**src/rtl/comm_pkg.sv**
```systemverilog
`default_nettype none
// ==================================================================
// comm_pkg : shared types, defaults and frame helper for comm_master
// Rev 1.0
// ==================================================================
package comm_pkg;

   localparam int BAUD_CNT_DFLT = 109;

   typedef enum logic [1:0] {
      TX_IDLE = 2'd0,
      TX_HIGH = 2'd1,
      TX_LOW  = 2'd2
   } tx_state_t;

   typedef enum logic {
      RX_IDLE = 1'b0,
      RX_RECV = 1'b1
   } rx_state_t;

   // Line level for position idx of an 8N1 frame: 0 = start, 1..8 = data LSB first, 9 = stop.
   function automatic logic frame_bit(input logic [7:0] data, input logic [3:0] idx);
      if (idx == 4'd0) begin
         return 1'b0;
      end else if (idx <= 4'd8) begin
         return data[3'(idx - 4'd1)];
      end else begin
         return 1'b1;
      end
   endfunction

endpackage : comm_pkg
`default_nettype wire

```
**src/rtl/comm_master_if.sv**
```systemverilog
`default_nettype none
// ==================================================================
// comm_master_if : host command / response bus of comm_master
// Rev 1.0  (resp_timeout present with COMM_RESP_TIMEOUT_EN)
// ==================================================================
interface comm_master_if;

   logic [15:0] cmd;
   logic        snd_cmd;
   logic        TX;
   logic        RX;
   logic        cmd_cmplt;
   logic [7:0]  resp;
   logic        resp_cmplt;
   logic        clr_rdy;
`ifdef COMM_RESP_TIMEOUT_EN
   logic        resp_timeout;

   modport master (
      input  cmd, snd_cmd, RX, clr_rdy,
      output TX, cmd_cmplt, resp, resp_cmplt, resp_timeout
   );

   modport slave (
      output cmd, snd_cmd, RX, clr_rdy,
      input  TX, cmd_cmplt, resp, resp_cmplt, resp_timeout
   );
`else
   modport master (
      input  cmd, snd_cmd, RX, clr_rdy,
      output TX, cmd_cmplt, resp, resp_cmplt
   );

   modport slave (
      output cmd, snd_cmd, RX, clr_rdy,
      input  TX, cmd_cmplt, resp, resp_cmplt
   );
`endif

endinterface : comm_master_if
`default_nettype wire

```
**src/rtl/comm_uart_rx.sv**
```systemverilog
`default_nettype none
// ==================================================================
// comm_uart_rx : 8N1 receiver with 2-flop sync and mid-bit sampling
// Rev 1.0
// ==================================================================
module comm_uart_rx
   import comm_pkg::*;
#(
   parameter int BAUD_CNT = BAUD_CNT_DFLT
) (
   input  logic       clk,
   input  logic       rst_n,
   input  logic       i_rx,
   input  logic       i_clr_rdy,
   output logic [7:0] o_data,
   output logic       o_rdy
);

   localparam int              CNT_W  = $clog2(BAUD_CNT);
   localparam logic [CNT_W-1:0] C_HALF = CNT_W'(BAUD_CNT / 2 - 1);
   localparam logic [CNT_W-1:0] C_FULL = CNT_W'(BAUD_CNT - 1);

   logic             r_sync1, r_sync2, r_prev;
   rx_state_t        r_state, w_nxt_state;
   logic [CNT_W-1:0] r_cnt, w_nxt_cnt;
   logic [3:0]       r_bit, w_nxt_bit;
   logic [7:0]       r_shift, w_nxt_shift;
   logic [7:0]       r_data;
   logic             r_rdy;
   logic             w_start;
   logic             w_last;

   always_ff @(posedge clk) begin
      if (!rst_n) begin
         r_sync1 <= 1'b1;
         r_sync2 <= 1'b1;
         r_prev  <= 1'b1;
      end else begin
         r_sync1 <= i_rx;
         r_sync2 <= r_sync1;
         r_prev  <= r_sync2;
      end
   end

   assign w_start = (r_state == RX_IDLE) && r_prev && !r_sync2;
   assign w_last  = (r_state == RX_RECV) && (r_cnt == '0) && (r_bit == 4'd9);

   // Sample 0 is the start bit, 1..8 data, 9 the (unchecked) stop bit.
   always_comb begin
      w_nxt_state = r_state;
      w_nxt_cnt   = r_cnt;
      w_nxt_bit   = r_bit;
      w_nxt_shift = r_shift;
      case (r_state)
         RX_IDLE: begin
            if (w_start) begin
               w_nxt_state = RX_RECV;
               w_nxt_cnt   = C_HALF;
               w_nxt_bit   = 4'd0;
            end
         end
         RX_RECV: begin
            if (r_cnt == '0) begin
               w_nxt_cnt = C_FULL;
               w_nxt_bit = r_bit + 4'd1;
               if ((r_bit >= 4'd1) && (r_bit <= 4'd8)) begin
                  w_nxt_shift = {r_sync2, r_shift[7:1]};
               end
               if (r_bit == 4'd9) begin
                  w_nxt_state = RX_IDLE;
               end
            end else begin
               w_nxt_cnt = r_cnt - CNT_W'(1);
            end
         end
         default: w_nxt_state = RX_IDLE;
      endcase
   end

   always_ff @(posedge clk) begin
      if (!rst_n) begin
         r_state <= RX_IDLE;
         r_cnt   <= '0;
         r_bit   <= 4'd0;
         r_shift <= 8'h00;
      end else begin
         r_state <= w_nxt_state;
         r_cnt   <= w_nxt_cnt;
         r_bit   <= w_nxt_bit;
         r_shift <= w_nxt_shift;
      end
   end

   // Setting on the stop sample takes priority over any clear in the same cycle.
   always_ff @(posedge clk) begin
      if (!rst_n) begin
         r_data <= 8'h00;
         r_rdy  <= 1'b0;
      end else if (w_last) begin
         r_data <= r_shift;
         r_rdy  <= 1'b1;
      end else if (i_clr_rdy || w_start) begin
         r_rdy  <= 1'b0;
      end
   end

   assign o_data = r_data;
   assign o_rdy  = r_rdy;

endmodule : comm_uart_rx
`default_nettype wire

```
**src/rtl/comm_master.sv**
```systemverilog
`default_nettype none
// ==================================================================
// comm_master : UART host command master (2-byte cmd out, 1-byte resp in)
// Rev 1.0  (optional COMM_RESP_TIMEOUT_EN adds resp_timeout)
// ==================================================================
module comm_master
   import comm_pkg::*;
#(
   parameter int BAUD_CNT = BAUD_CNT_DFLT
`ifdef COMM_RESP_TIMEOUT_EN
   ,
   parameter int TIMEOUT_CLKS = 1000000
`endif
) (
   input  logic          clk,
   input  logic          rst_n,
   comm_master_if.master bus
);

   localparam int              CNT_W  = $clog2(BAUD_CNT);
   localparam logic [CNT_W-1:0] C_FULL = CNT_W'(BAUD_CNT - 1);

   tx_state_t        r_state, w_nxt_state;
   logic [CNT_W-1:0] r_baud, w_nxt_baud;
   logic [3:0]       r_bit, w_nxt_bit;
   logic [15:0]      r_shadow, w_nxt_shadow;
   logic             r_tx, w_nxt_tx;
   logic             r_cmd_cmplt, w_nxt_cmd_cmplt;
   logic             w_accept;
   logic             w_tx_done;
   logic [7:0]       w_byte;
   logic [7:0]       w_resp;
   logic             w_resp_cmplt;

   assign w_accept = (r_state == TX_IDLE) && bus.snd_cmd;
   assign w_byte   = (r_state == TX_HIGH) ? r_shadow[15:8] : r_shadow[7:0];

   always_comb begin
      w_nxt_state     = r_state;
      w_nxt_baud      = r_baud;
      w_nxt_bit       = r_bit;
      w_nxt_shadow    = r_shadow;
      w_nxt_tx        = r_tx;
      w_nxt_cmd_cmplt = r_cmd_cmplt;
      w_tx_done       = 1'b0;
      case (r_state)
         TX_IDLE: begin
            if (w_accept) begin
               w_nxt_state     = TX_HIGH;
               w_nxt_shadow    = bus.cmd;
               w_nxt_cmd_cmplt = 1'b0;
               w_nxt_tx        = 1'b0;
               w_nxt_baud      = '0;
               w_nxt_bit       = 4'd0;
            end
         end
         TX_HIGH, TX_LOW: begin
            if (r_baud == C_FULL) begin
               w_nxt_baud = '0;
               if (r_bit == 4'd9) begin
                  // End of a stop bit: chain straight into the low byte's start bit.
                  w_nxt_bit = 4'd0;
                  if (r_state == TX_HIGH) begin
                     w_nxt_state = TX_LOW;
                     w_nxt_tx    = 1'b0;
                  end else begin
                     w_nxt_state     = TX_IDLE;
                     w_nxt_tx        = 1'b1;
                     w_nxt_cmd_cmplt = 1'b1;
                     w_tx_done       = 1'b1;
                  end
               end else begin
                  w_nxt_bit = r_bit + 4'd1;
                  w_nxt_tx  = frame_bit(w_byte, r_bit + 4'd1);
               end
            end else begin
               w_nxt_baud = r_baud + CNT_W'(1);
            end
         end
         default: w_nxt_state = TX_IDLE;
      endcase
   end

   always_ff @(posedge clk) begin
      if (!rst_n) begin
         r_state     <= TX_IDLE;
         r_baud      <= '0;
         r_bit       <= 4'd0;
         r_shadow    <= 16'h0000;
         r_tx        <= 1'b1;
         r_cmd_cmplt <= 1'b0;
      end else begin
         r_state     <= w_nxt_state;
         r_baud      <= w_nxt_baud;
         r_bit       <= w_nxt_bit;
         r_shadow    <= w_nxt_shadow;
         r_tx        <= w_nxt_tx;
         r_cmd_cmplt <= w_nxt_cmd_cmplt;
      end
   end

   comm_uart_rx #(
      .BAUD_CNT (BAUD_CNT)
   ) u_rx (
      .clk       (clk),
      .rst_n     (rst_n),
      .i_rx      (bus.RX),
      .i_clr_rdy (bus.clr_rdy),
      .o_data    (w_resp),
      .o_rdy     (w_resp_cmplt)
   );

   assign bus.TX         = r_tx;
   assign bus.cmd_cmplt  = r_cmd_cmplt;
   assign bus.resp       = w_resp;
   assign bus.resp_cmplt = w_resp_cmplt;

`ifdef COMM_RESP_TIMEOUT_EN
   localparam int TO_W = $clog2(TIMEOUT_CLKS + 1);

   logic            r_to_run;
   logic            r_timeout;
   logic            r_rdy_d;
   logic [TO_W-1:0] r_to_cnt;
   logic            w_resp_set;

   // A fresh response shows up as a rising edge even if resp_cmplt was left set.
   assign w_resp_set = w_resp_cmplt && !r_rdy_d;

   always_ff @(posedge clk) begin
      if (!rst_n) begin
         r_to_run  <= 1'b0;
         r_timeout <= 1'b0;
         r_rdy_d   <= 1'b0;
         r_to_cnt  <= '0;
      end else begin
         r_rdy_d <= w_resp_cmplt;
         if (w_accept) begin
            r_to_run  <= 1'b0;
            r_timeout <= 1'b0;
         end else if (w_tx_done) begin
            r_to_run <= 1'b1;
            r_to_cnt <= '0;
         end else if (r_to_run) begin
            if (w_resp_set) begin
               r_to_run <= 1'b0;
            end else if (r_to_cnt == TO_W'(TIMEOUT_CLKS - 1)) begin
               r_timeout <= 1'b1;
               r_to_run  <= 1'b0;
            end else begin
               r_to_cnt <= r_to_cnt + TO_W'(1);
            end
         end
      end
   end

   assign bus.resp_timeout = r_timeout;
`endif

endmodule : comm_master
`default_nettype wire

```
**src/flat_wrapper.sv**
```systemverilog
// flat-port wrapper written by rule: the top's interface ports become plain ports
module comm_master_flat import comm_pkg::*;
#(
   parameter int BAUD_CNT = BAUD_CNT_DFLT

)
  (clk, rst_n, bus_cmd, bus_snd_cmd, bus_RX, bus_clr_rdy, bus_TX, bus_cmd_cmplt, bus_resp, bus_resp_cmplt);
  comm_master_if bus_i ();
  input  logic clk;
  input  logic rst_n;
  input wire logic [$bits(bus_i.cmd)-1:0] bus_cmd;
  input wire logic [$bits(bus_i.snd_cmd)-1:0] bus_snd_cmd;
  input wire logic [$bits(bus_i.RX)-1:0] bus_RX;
  input wire logic [$bits(bus_i.clr_rdy)-1:0] bus_clr_rdy;
  output wire logic [$bits(bus_i.TX)-1:0] bus_TX;
  output wire logic [$bits(bus_i.cmd_cmplt)-1:0] bus_cmd_cmplt;
  output wire logic [$bits(bus_i.resp)-1:0] bus_resp;
  output wire logic [$bits(bus_i.resp_cmplt)-1:0] bus_resp_cmplt;
  assign bus_i.cmd = bus_cmd;
  assign bus_i.snd_cmd = bus_snd_cmd;
  assign bus_i.RX = bus_RX;
  assign bus_i.clr_rdy = bus_clr_rdy;
  assign bus_TX = bus_i.TX;
  assign bus_cmd_cmplt = bus_i.cmd_cmplt;
  assign bus_resp = bus_i.resp;
  assign bus_resp_cmplt = bus_i.resp_cmplt;
  comm_master #(.BAUD_CNT(BAUD_CNT)) u_core (.clk(clk), .rst_n(rst_n), .bus(bus_i));
endmodule
```
**config.mk**
```make
export PLATFORM = sky130hd
export DESIGN_NAME = comm_master_flat
export DESIGN_NICKNAME = d
export VERILOG_FILES = /design/src/rtl/comm_pkg.sv /design/src/rtl/comm_master_if.sv /design/src/rtl/comm_uart_rx.sv /design/src/rtl/comm_master.sv /design/src/flat_wrapper.sv
export SDC_FILE = /design/constraint.sdc
export NUM_CORES = 1
export LEC_CHECK = 0
export CAP_MARGIN = 20
export CORE_MARGIN = 1.5
export CORE_UTILIZATION = 40
export CTS_CLUSTER_DIAMETER = 200
export CTS_CLUSTER_SIZE = 28
export DETAILED_ROUTE_END_ITERATION = 8
export PLACE_DENSITY = 0.61
export REMOVE_ABC_BUFFERS = 1
export SYNTH_ARGS = -nofsm -noshare
export SYNTH_HDL_FRONTEND = slang
export SYNTH_SLANG_ARGS = --single-unit
```
**constraint.sdc**
```tcl
create_clock -name clk -period 2.9 [get_ports clk]
set_clock_uncertainty 0.05 [all_clocks]
set_input_delay 0.29 -clock clk [delete_from_list [all_inputs] [get_ports clk]]
set_output_delay 0.29 -clock clk [all_outputs]
set_load 0.005 [all_outputs]
```
==> results.cfg <==
[run]
max_cap_viol_count = 0

[synth]
synth_cells = 330
yosysSeqAreaShare_pct = 43.4
ys_warn_count = 0
synthAdderAreaFrac_pct = 5.60
syn_avg_cell_area_um2 = 8.80
synth_edf_count = 0
netlist_area_um2 = 2900
async_reset_ff_share_pct = 0
yosys.area.top_type = dfxtp_1
synth_most_common_cell = dfxtp_1
synthSimpleGateAreaFrac_pct = 20.1
synthTopCellsByCount = dfxtp_1 (63), nand2_1 (43), nor2_1 (41), a21oi_1 (30), mux2i_1 (25)
yosys.cell_types.count = 45
yosysTopAreaCellShare_pct = 43.4
synth_xor_area_share_pct = 2.71
synth-main-ff-cell = dfxtp_1
muxShareOfSynthArea_pct = 12.0
synth_top_family_by_area = simple AND/OR/NAND/NOR gates
ys_ff_latch = 63
yosys-top-cells-area = dfxtp_1 (43%), mux2i_1 (8.6%), ha_1 (5.6%)
synth_compound_area_share_pct = 11.7

[cts]
postCtsSetupBuffers = 0
cts-resized-gates = 0
clk_latency_ns = 0.35
clock-root-buffer = clkbuf_8
cts_tree = done
cts_max_path_buffers = 2
hold_buffers = 0
cts.sinks = 63
clk_pin_slew_ns = 0.08
h-tree-depth = 3
cts_made_buffers = 9

[routing]
route.met2.wl_um = 2460
drt_wl_total_um = 5550
vias_per_cell = 4.98
wire_per_inst_um = 12.0
top_layer = met4
drc = 0
drtIter0Drc = 81
wl_met1_um = 2740
vias = 2297
antenna_left = 0
routed-wl-met3_um = 206
drt_first_pass_iters = 5

[floorplan]
die_h_um = 88.2
chipWidth_um = 88.2
io_pins = 32
core_area_um2 = 6910
fp-row-count = 30
start_util_pct = 42.0
dieArea_um2 = 7780

[sta]
setup_tns_ns = 0
post-route-period-util_pct = 78.3
slew_violations = 0
finalHoldViolCount = 0
max_slew.worst_pin.slew_ns = 0.605
setup_viol = 0
slew_headroom_pct = 59.6
rsz0062_at_grt = false
max_freq_mhz = 440
min_period_ns = 2.27

[worst_setup_path]
cp.required_ns = 3.07
cp-start-kind = register
critical_path_class = reg2reg
arrival_ns = 2.44
cp_max_fo = 12
crit_path_end_kind = register

[power_and_ir_drop]
p_leak_nw = 1.45
power_density_nw_per_um2 = 749
ir_drop_uv = 314
power_w = 0.00266

[placed_design]
routabilityCongestion = 0.771
dp_hpwl_um = 3750
port_buffers = 31

[status]
status = completed

[global_routing]
grt_pass1_wl_um = 9220
grt_max_degree = 29
grt_pass1_vias = 2033
antenna_found_initial = 0
grt_overflow_total = 0
grt.total_usage_pct = 15.7

[worst_hold_path]
hold_class = reg2reg

[final_layout]
finalNetCount = 394
n_antenna_cell = 0
areaGrowthSynthToFinish_pct = 22.2
drive_above_1_share_pct = 7.95
==> power by group <==
| group | internal, W | switching [W] | total [W] |
|---|---|---|---|
| logic | 0.000299 | 0.000385 | 0.000685 |
| clock network | 0.000600 | 0.000361 | 0.000961 |
| registers | 0.000944 | 0.0000677 | 0.00101 |
==> layout make-up <==
type                    count  area, um^2
clock buffers              10         138
clock inverters             6         116
fillers                   675        3360
inverters                  16        60.1
multi-input cells         235        1510
flip-flops and latches     63        1260
well taps                  96         120
repair buffers             35         340
==> critical path: stages (launching register included) <==
cell and delay (ns):
dfxtp_1 0.38, ha_1 0.55, mux2_2 0.40, mux4_2 0.46
o31ai_2 0.18, o221ai_1 0.12
==> metrics by stage <==
stage | setup WS, ns | hold WS [ns] | instance area (um^2) | utilization, % | std cells
6_report | 0.630 | 0.359 | 3550 | 51.4 | 461
5_1_grt | 0.524 | 0.385 | 3550 | 51.4 | 461
4_1_cts | 0.616 | 0.370 | 3550 | 51.4 | 461
3_5_place_dp | 0.634 | 0.360 | 3290 | 47.7 | 445
3_3_place_gp | 0.712 | 0.341 | 3290 | 47.7 | 445
2_1_floorplan | 0.814 | 0.313 | 2830 | - | 314
==> worst paths after layout <==
check,start,endpoint,slack (ns),cells past startpoint
setup reg to reg,u_core.r_state[0],u_core.bus.TX,0.63,5
hold / removal,u_core.u_rx.r_sync1,u_core.u_rx.r_sync2,0.36,1
setup / recovery,u_core.r_state[0],u_core.bus.TX,0.63,5
hold reg to reg,u_core.u_rx.r_sync1,u_core.u_rx.r_sync2,0.36,1
==> cell families (layout without fill, tap and decap cells) <==
| logic type | count (synthesis) | in the layout |
|---|---|---|
| and+or+nand+nor | 127 | 127 |
| DFF | 63 | 63 |
| AOI/OAI and AO/OA | 55 | 55 |
| buffers and inverters | 32 | 67 |
| muxes | 31 | 31 |
| adders and majority gates | 13 | 13 |
| xor gates and xnor gates | 9 | 9 |
==> layout by cell type (no fill, tap or decap), drive strengths merged, types with 3 or more instances in the layout <==
cell type	synthesis	routed
a31oi	3	3
a21oi	30	30
ha	13	13
xor2	3	3
nor3	3	3
nor2	41	41
nor2b	4	4
buf	4	4
mux2i	25	25
o31ai	3	3
inv	16	17
or3	5	5
nand2	43	43
clkdlybuf4s50	0	31
mux2	4	4
nor3b	3	3
clkbuf	12	10
xnor2	6	6
nand3	14	14
dfxtp	63	63
bufinv	0	3
nand2b	5	5
o21ai	6	6
==> metal layers <==
layer  vias to the layer above  track usage [%]
li1                       1189                -
met1                      1051             19.4
met2                        46             24.5
met3                        11             4.24
met4                         0             9.38
met5                         -                0
==> registers in the layout, indices dropped and copies added (netlist names) <==
register              count
u_core.bus.TX             1
u_core.bus.cmd_cmplt      1
u_core.r_baud             7
u_core.r_bit              4
u_core.r_shadow          16
u_core.r_state            2
u_core.u_rx.o_data        8
u_core.u_rx.o_rdy         1
u_core.u_rx.r_bit         4
u_core.u_rx.r_cnt         7
u_core.u_rx.r_prev        1
u_core.u_rx.r_shift       8
u_core.u_rx.r_state       1
u_core.u_rx.r_sync1       1
u_core.u_rx.r_sync2       1
(Power assumes the default switching activity.)
